File: src/rtl/control_register_bank_pkg.sv
// Shared definitions for the control register bank.
// Software op encoding applied to shadow registers.
package control_register_bank_pkg;

    localparam int CR_OP_W = 2;

    typedef enum logic [CR_OP_W-1:0] {
        CR_OP_WRITE  = 2'd0,
        CR_OP_SET    = 2'd1,
        CR_OP_CLEAR  = 2'd2,
        CR_OP_TOGGLE = 2'd3
    } cr_op_e;

endpackage

File: src/rtl/control_register_bank_cell.sv
// One shadow/active register pair with op decode,
// sticky hardware set and change detection.
import control_register_bank_pkg::*;

module control_register_cell #(
    parameter int               WIDTH     = 16,
    parameter logic [WIDTH-1:0] RESET_VAL = '0
) (
    input  logic             Clock,
    input  logic             Reset,
    input  logic             wr_en,
    input  cr_op_e           wr_op,
    input  logic [WIDTH-1:0] wr_data,
    input  logic             commit,
    input  logic [WIDTH-1:0] hw_set,
    output logic [WIDTH-1:0] shadow,
    output logic [WIDTH-1:0] active,
    output logic             changed
);

    logic [WIDTH-1:0] sw_val;
    logic [WIDTH-1:0] shadow_n;
    logic [WIDTH-1:0] active_n;

    always_comb begin
        sw_val = shadow;
        if (wr_en) begin
            unique case (wr_op)
                CR_OP_WRITE:  sw_val = wr_data;
                CR_OP_SET:    sw_val = shadow | wr_data;
                CR_OP_CLEAR:  sw_val = shadow & ~wr_data;
                CR_OP_TOGGLE: sw_val = shadow ^ wr_data;
            endcase
        end
    end

    // Hardware set is applied last so it beats any same-cycle clear.
    assign shadow_n = sw_val | hw_set;
    assign active_n = (commit ? shadow : active) | hw_set;

    always_ff @(posedge Clock or negedge Reset) begin
        if (!Reset) begin
            shadow  <= RESET_VAL;
            active  <= RESET_VAL;
            changed <= 1'b0;
        end else begin
            shadow  <= shadow_n;
            active  <= active_n;
            changed <= (active_n != active);
        end
    end

endmodule

File: src/rtl/control_register_bank.sv
// Bank of shadow/active control registers with commit,
// sticky hardware set, registered read port and error flag.
import control_register_bank_pkg::*;

module control_register_bank #(
    parameter int               WIDTH     = 16,
    parameter int               NUM_REGS  = 4,
    parameter int               ADDR_W    = 2,
    parameter logic [WIDTH-1:0] RESET_VAL = '0
) (
    input  logic                      Clock,
    input  logic                      Reset,
    input  logic                      iWrEn,
    input  logic [ADDR_W-1:0]         iWrAddr,
    input  logic [CR_OP_W-1:0]        iWrOp,
    input  logic [WIDTH-1:0]          iWrData,
    input  logic                      iCommit,
    input  logic [NUM_REGS*WIDTH-1:0] iHwSet,
    input  logic                      iRdEn,
    input  logic [ADDR_W-1:0]         iRdAddr,
    input  logic                      iRdShadow,
    output logic [WIDTH-1:0]          oRdData,
    output logic                      oRdValid,
    output logic                      oWrError,
    output logic [NUM_REGS-1:0]       oChanged,
    output logic [NUM_REGS*WIDTH-1:0] oControlRegister
);

    // One extra bit so NUM_REGS == 2**ADDR_W is representable.
    localparam logic [ADDR_W:0] NREGS = NUM_REGS[ADDR_W:0];

    logic             wr_in;
    logic             rd_in;
    logic             wr_ok;
    logic             wr_bad;
    logic [WIDTH-1:0] rd_word;
    logic [WIDTH-1:0] shadow_w [NUM_REGS];
    logic [WIDTH-1:0] active_w [NUM_REGS];

    assign wr_in  = {1'b0, iWrAddr} < NREGS;
    assign rd_in  = {1'b0, iRdAddr} < NREGS;
    assign wr_ok  = iWrEn && wr_in;
    assign wr_bad = iWrEn && !wr_in;

    for (genvar i = 0; i < NUM_REGS; i++) begin : g_cell
        control_register_cell #(
            .WIDTH     (WIDTH),
            .RESET_VAL (RESET_VAL)
        ) u_cell (
            .Clock   (Clock),
            .Reset   (Reset),
            .wr_en   (wr_ok && (iWrAddr == ADDR_W'(i))),
            .wr_op   (cr_op_e'(iWrOp)),
            .wr_data (iWrData),
            .commit  (iCommit),
            .hw_set  (iHwSet[i*WIDTH +: WIDTH]),
            .shadow  (shadow_w[i]),
            .active  (active_w[i]),
            .changed (oChanged[i])
        );

        assign oControlRegister[i*WIDTH +: WIDTH] = active_w[i];
    end

    always_comb begin
        rd_word = '0;
        for (int i = 0; i < NUM_REGS; i++) begin
            if (rd_in && (iRdAddr == ADDR_W'(i))) begin
                rd_word = iRdShadow ? shadow_w[i] : active_w[i];
            end
        end
    end

    always_ff @(posedge Clock or negedge Reset) begin
        if (!Reset) begin
            oRdData  <= '0;
            oRdValid <= 1'b0;
            oWrError <= 1'b0;
        end else begin
            oRdValid <= iRdEn;
            oWrError <= wr_bad;
            if (iRdEn) begin
                oRdData <= rd_word;
            end
        end
    end

endmodule

File: config.mk
export PLATFORM = sky130hd
export DESIGN_NAME = control_register_bank
export DESIGN_NICKNAME = d
export VERILOG_FILES = /design/src/rtl/control_register_bank_pkg.sv /design/src/rtl/control_register_bank_cell.sv /design/src/rtl/control_register_bank.sv
export SDC_FILE = /design/constraint.sdc
export NUM_CORES = 1
export LEC_CHECK = 0
export BUFFER_PORTS_ARGS = -buffer_cell sky130_fd_sc_hd__buf_2
export CORE_ASPECT_RATIO = 0.75
export CORE_MARGIN = 2
export CORE_UTILIZATION = 60
export CTS_BUF_LIST = sky130_fd_sc_hd__clkbuf_4
export CTS_CLUSTER_DIAMETER = 150
export DETAILED_ROUTE_END_ITERATION = 8
export HOLD_SLACK_MARGIN = 0.06
export PLACE_DENSITY = 0.84
export SLEW_MARGIN = 20
export SYNTH_ARGS = -nofsm -noshare
export SYNTH_HDL_FRONTEND = slang
export SYNTH_SLANG_ARGS = --single-unit
export TNS_END_PERCENT = 30
File: constraint.sdc
create_clock -name Clock -period 1.68 [get_ports Clock]
set_input_delay 0.336 -clock Clock [delete_from_list [all_inputs] [get_ports Clock]]
set_output_delay 0.336 -clock Clock [all_outputs]
set_load 0.005 [all_outputs]
=== Word-level counts from Yosys, hierarchy flattened ===
Cells that the tools add are included.

* Flip-flop bits (word level): 149
* Output and inout bits: 86
* Input port bits: 92
* Logic and storage cells: 75

* Bitwise operators: 21
* Equality and inequality tests: 13
* Muxes and demuxes: 20
* Reductions and logical operators: 7

{| class="wikitable"
|+ Operator list
! cell !! count
|-
| 16-bit two-way mux || 16
|-
| 16-bit case mux with 4 select lines || 4
|-
| 16-bit bitwise OR || 12
|-
| 16-bit AND || 4
|-
| 16-bit inequality test || 4
|-
| 16-bit XOR || 4
|-
| 16-bit inverter || 1
|-
| 2-bit equality test, second input constant || 6
|-
| 2-bit by 1-bit equality test with 1-bit output, second input constant || 3
|-
| 2-bit logical NOT || 3
|-
| 1-bit logical AND || 4
|}

=== Longest topological paths before layout ===
* Word-level depth: 5
* Mapped depth: 7

=== Hierarchy ===
A second synthesis with hierarchy kept.

* Cells, all modules: 1,260
* Area, all modules: 12,142.9 µm²

{| class="wikitable"
|+ Modules (own cells, without submodules)
! module !! seq. area each (µm²) !! area an instance (µm²) !! instances !! cells each
|-
| control_register_cell || 825.8 || 2,578.7 || 4 || 270
|-
| control_register_bank || 425.4 || 1,828.0 || 1 || 180
|}

=== Least setup slack after synthesis ===
Ideal clock, no wire load.

* Path kind: input to register
* Start point: input iWrData[10]
* End point: register g_cell[3].u_cell.shadow[10]
* Library setup time: 124 ps
* Path buffers: 0
* Path slack: 84 ps
* Cell stages on the path: 6
* Arrival: 1,472 ps
* Path through: inv_1 -> ha_1 -> mux2_1 -> a21oi_1 -> nor2_1 -> a211o_1

* Longest elaborated chain between the ends: 5

{| class="wikitable"
|+ RTL lines
! item !! RTL line !! source
|-
| from (decl) || control_register_bank.sv:16 || <nowiki>input logic [WIDTH-1:0] iWrData,</nowiki>
|-
| 16-bit inverter || control_register_bank_cell.sv:31 || <nowiki>CR_OP_CLEAR: sw_val = shadow & ~wr_data;</nowiki>
|-
| 16-bit AND || control_register_bank_cell.sv:31 ||
|-
| 16-bit case mux with 4 select lines * || control_register_bank_cell.sv:28 || <nowiki>unique case (wr_op)</nowiki>
|-
| 16-bit two-way mux * || control_register_bank_cell.sv:27 || <nowiki>if (wr_en) begin</nowiki>
|-
| 16-bit bitwise OR * || control_register_bank_cell.sv:38 || <nowiki>assign shadow_n = sw_val | hw_set;</nowiki>
|-
| named net g_cell[3].u_cell.shadow_n[10] || control_register_bank_cell.sv:22 || <nowiki>logic [WIDTH-1:0] shadow_n;</nowiki>
|-
| to (signal assigned) || control_register_bank_cell.sv:47 || <nowiki>shadow <= shadow_n;</nowiki>
|-
| to (decl) || control_register_bank_cell.sv:16 || <nowiki>output logic [WIDTH-1:0] shadow,</nowiki>
|}

Mark *: on every way through the listed nets, which the timed path passes. The rest lies on a longest branch.
A chain may end at the register's enable or synchronous reset.

=== Final worst setup path ===
* Start point: register g_cell[1].u_cell.shadow[1]
* End point: register g_cell[1].u_cell.changed

* Longest elaborated chain between the ends: 3

{| class="wikitable"
|+ RTL lines
! item !! RTL line !! source
|-
| from (decl) || control_register_bank_cell.sv:16 ||
|-
| from (signal assigned) || control_register_bank_cell.sv:47 ||
|-
| 16-bit two-way mux || control_register_bank_cell.sv:39 || <nowiki>assign active_n = (commit ? shadow : active) | hw_set;</nowiki>
|-
| 16-bit bitwise OR || control_register_bank_cell.sv:39 ||
|-
| 16-bit inequality test || control_register_bank_cell.sv:49 || <nowiki>changed <= (active_n != active);</nowiki>
|-
| to (signal assigned) || control_register_bank_cell.sv:49 ||
|-
| to (decl) || control_register_bank_cell.sv:18 || <nowiki>output logic changed</nowiki>
|}

No other way between the ends.

==> impl_results.md <==
- Startpoint types: register
- DP Wirelength: approximately 32 mm
- Fin crit period: 1700 ps
- Initial Util: 61.6%
- CP Capture Type: register
- Commonest non-fill, non-tap cell in the layout: buf_4
- Core ar.: 18600 µm²
- Crit path from: g_cell[1].u_cell.shadow[1]$_DFF_PN0_
- Seq/Total Area, Yosys: 32.5%
- Avg Inst Size Synth: just over 9 µm²
- Largest family of logic cells by synthesized area: compound AO/OA/AOI/OAI gates
- Commonest non-fill, non-tap cells in the layout: buf_4, buf_2, inv_1
- Area of the multi-input gates: between 6000 and 7000 µm²
- Maxcap violations: 0
- Fill cells: 1192
- DRT Wirelength: 42.3 mm
- VDD IR-drop max: 0.000386 V
- Drt wl/cell: 22.6 µm
- Reg2reg start: g_cell[1].u_cell.shadow[1]$_DFF_PN0_
- Post-Place Setup Slack: -169 ps
- Largest net degree at the start of global routing: 45
- Initial antenna violation count: 3
- DRC: 0
- Synthesized flop and latch total: 149
- Longest Clk Path Bufs: 2
- Max stage delay on crit path: 470 ps
- RSZ-0062 raised after global routing: true
- Peak Freq: 0.587 GHz
- Vias in the first global route: 11.5k
- Clock Latency Late Sink: 580 ps
- YS warnings: 0
- Synth Area in Simple Gates: 7.32%
- Worst endpoint required time: 2130 ps
- CTS tree: built
- Synth-to-layout area growth: 30.5%
- Layout cells sized above 1: 31.4%
- Syn_nets: between 1k and 1.5k
- Compound-Gate Fraction of Synth Area: 23.5%
- RD Place Congestion: 1.04
- Synthesized instance count: 1242
- Slowest CP cell: dfrtp_2
- Die X: 164 µm
- Grt total ovfl: 0
- Xor/xnor share of the synthesized area: 0%
- 1st-pass router iterations: 8
- WS Path Type: register to register
- P_leak: 0.00756 µW
- Worst r2r dst: g_cell[1].u_cell.changed$_DFF_PN0_
- R2R Setup Slk: -20 ps
- CP bufs+invs: 0
- Setup TNS Final: -28.9 ps
- Register area: 3750 µm²
- Reg2Reg Depth: 4
- Root Driver: clkbuf_4
- Detailed-route via count: 12.0k
- Worst slew margin: 57.1%
- Final WS setup: -22.9 ps
- Worst Clk Skew: ~22 ps
- DR vias/cell: 6.42
- Final Max Slew Viols: 0
- CP top delay family: compound AO/OA/AOI/OAI gates
- Power density cells: 635 nW/µm²
- Post-route clock period utilization: 101%
- Failing checks: negative setup slack
- Worst-path clk slew: 130 ps
- Fin. Hold Viols: 0
- H-tree Lvls: 4
- HP Class: input port to register
- CTS buffer count: 17
- Actual slew at the worst max-slew pin: around 640 ps
- # rows: 43
- Crit Path Max Fanout: 5
- Port Buffers: about 180
- Global-route wire length before repair: approximately 63 mm
- Tot GR Track Use: 41.3%
- Power consumption: about 9500 µW
- DR iter-0 viols: between 1.5k and 2k
- NumNets Final: 1832
- Synth Area in Adders: 14.0%
- Outcome: complete, but fails checks
- Clock sink total: about 150
- Final setup viols: 2
- Arr. time, crit path: 2150 ps
- Die Height: 124 µm
- Crit path cell chain: a21oi_1 -> o22ai_1 -> nor4_1 -> nand4_1
- Mapped Area: 11500 µm²
- Number of nets with antenna violations after routing: 0
- Post-synthesis cell type count: between 40 and 50
- Top Ports: around 180
- Post-synthesis mux area share: 13.9%
- CP Depth: 4
- Worst setup endpoint: g_cell[1].u_cell.changed$_DFF_PN0_
- Die area: roughly 20000 µm²
synth_stat cells (all sizes together):
cell type	count	area (µm²)
nor2	116	435
mux4	10	225
nand2b	2	12.5
a32oi	9	78.8
or2	2	12.5
nor2b	3	18.8
dfrtp	149	3730
mux2	64	875
nand3	9	45.0
mux2i	50	500
a311oi	1	8.76
o211ai	29	218
a21oi	131	671
a221oi	8	76.3
a22oi	13	97.6
buf	48	324
nor4	7	43.8
a211oi	65	488
clkbuf	29	109
a222oi	4	40.0
o22a	1	8.76
o22ai	46	288
nor3	9	45.0
ha	128	1600
o31ai	3	22.5
nand2	44	165
inv	153	574
nand3b	2	15.0
o221ai	3	26.3
conb	1	3.75
or3	1	6.26
a2111oi	1	15.0
a211o	44	385
a31oi	3	18.8
o21ai	46	230
a221o	1	10.0
or3b	1	8.76
o32ai	1	8.76
nand4	5	31.3
routing by layer:
metal / global-route usage, % / part of all wire (%)
met1: 54.9 / 39
met2: 63.7 / 44
met3: 13.2 / 13
met4: 15.1 / 3.6
met5: 0 / 0.031
timing repair:
item / 4_1_cts / 5_1_grt
setup endpoints to repair: 5 / 23
pin swaps: 0 / 9
hold buffers: 60 / 0
resized for setup: 6 / 32
hold endpoints to repair: 255 / 0
buffers inserted: 0 / 3
how the worst min path moves through the flow:
stage	from	to	slack (ps)	cells past startpoint
after floorplan	Reset	g_cell[0].u_cell.active[0]$_DFF_PN0_	40	0
after global placement	Reset	g_cell[1].u_cell.active[9]$_DFF_PN0_	260	1
after detailed placement	Reset	g_cell[1].u_cell.active[9]$_DFF_PN0_	260	1
after CTS	iHwSet[13]	g_cell[0].u_cell.active[13]$_DFF_PN0_	80	4
after global routing	iHwSet[60]	g_cell[3].u_cell.shadow[12]$_DFF_PN0_	100	3
final	iHwSet[13]	g_cell[0].u_cell.active[13]$_DFF_PN0_	110	4
area by class of cell:
cell class | count | area share (%)
Multi-Input combinational cell | 863 | 45.5
Sequential cell | 149 | 25.0
Timing Repair Buffer | 428 | 21.5
Inverter | 153 | 3.84
Tap cell | 247 | 2.06
Clock inverter | 14 | 1.06
Clock buffer | 18 | 0.903
Antenna cell | 1 | 0.0167
cell families (layout without fill, tap and decap cells):
logic type,Yosys count,after routing
AO/OA/AOI/OAI,409,409
buffers and inverters,230,613
AND/OR/NAND/NOR,201,201
flip-flops,149,149
adder cells (fa/ha/maj),128,128
multiplexers,124,124
other,1,2
where the power goes:
part | total [µW] | switching (µW) | internal, µW | leakage [µW]
logic | 2990 | 1570 | 1420 | 0.00599
clock network | 2450 | 1410 | 1030 | 0.000155
registers | 4060 | 259 | 3810 | 0.00142
per-stage QoR:
step                      hold slack [ps]  utilization (%)  instances  cell area (µm²)
after floorplan                      40.4                -       1242            11500
after global placement                258             74.8       1777            13900
after detailed placement              259             74.8       1777            13900
after CTS                            78.3             79.7       1869            14800
after global routing                 97.1             80.4       1873            15000
final                                 108             80.4       1873            15000
sequential cells by signal (all words and copies together) (netlist names):
register               count
g_cell.u_cell.changed      4
g_cell.u_cell.active      64
oRdData                   16
g_cell.u_cell.shadow      64
oRdValid                   1
tightest hold or removal path, stage by stage:
cell     delay (ps)
buf_2            80
inv_1            50
buf_4           130
nand2_1          50
(Power assumes the default switching activity.)
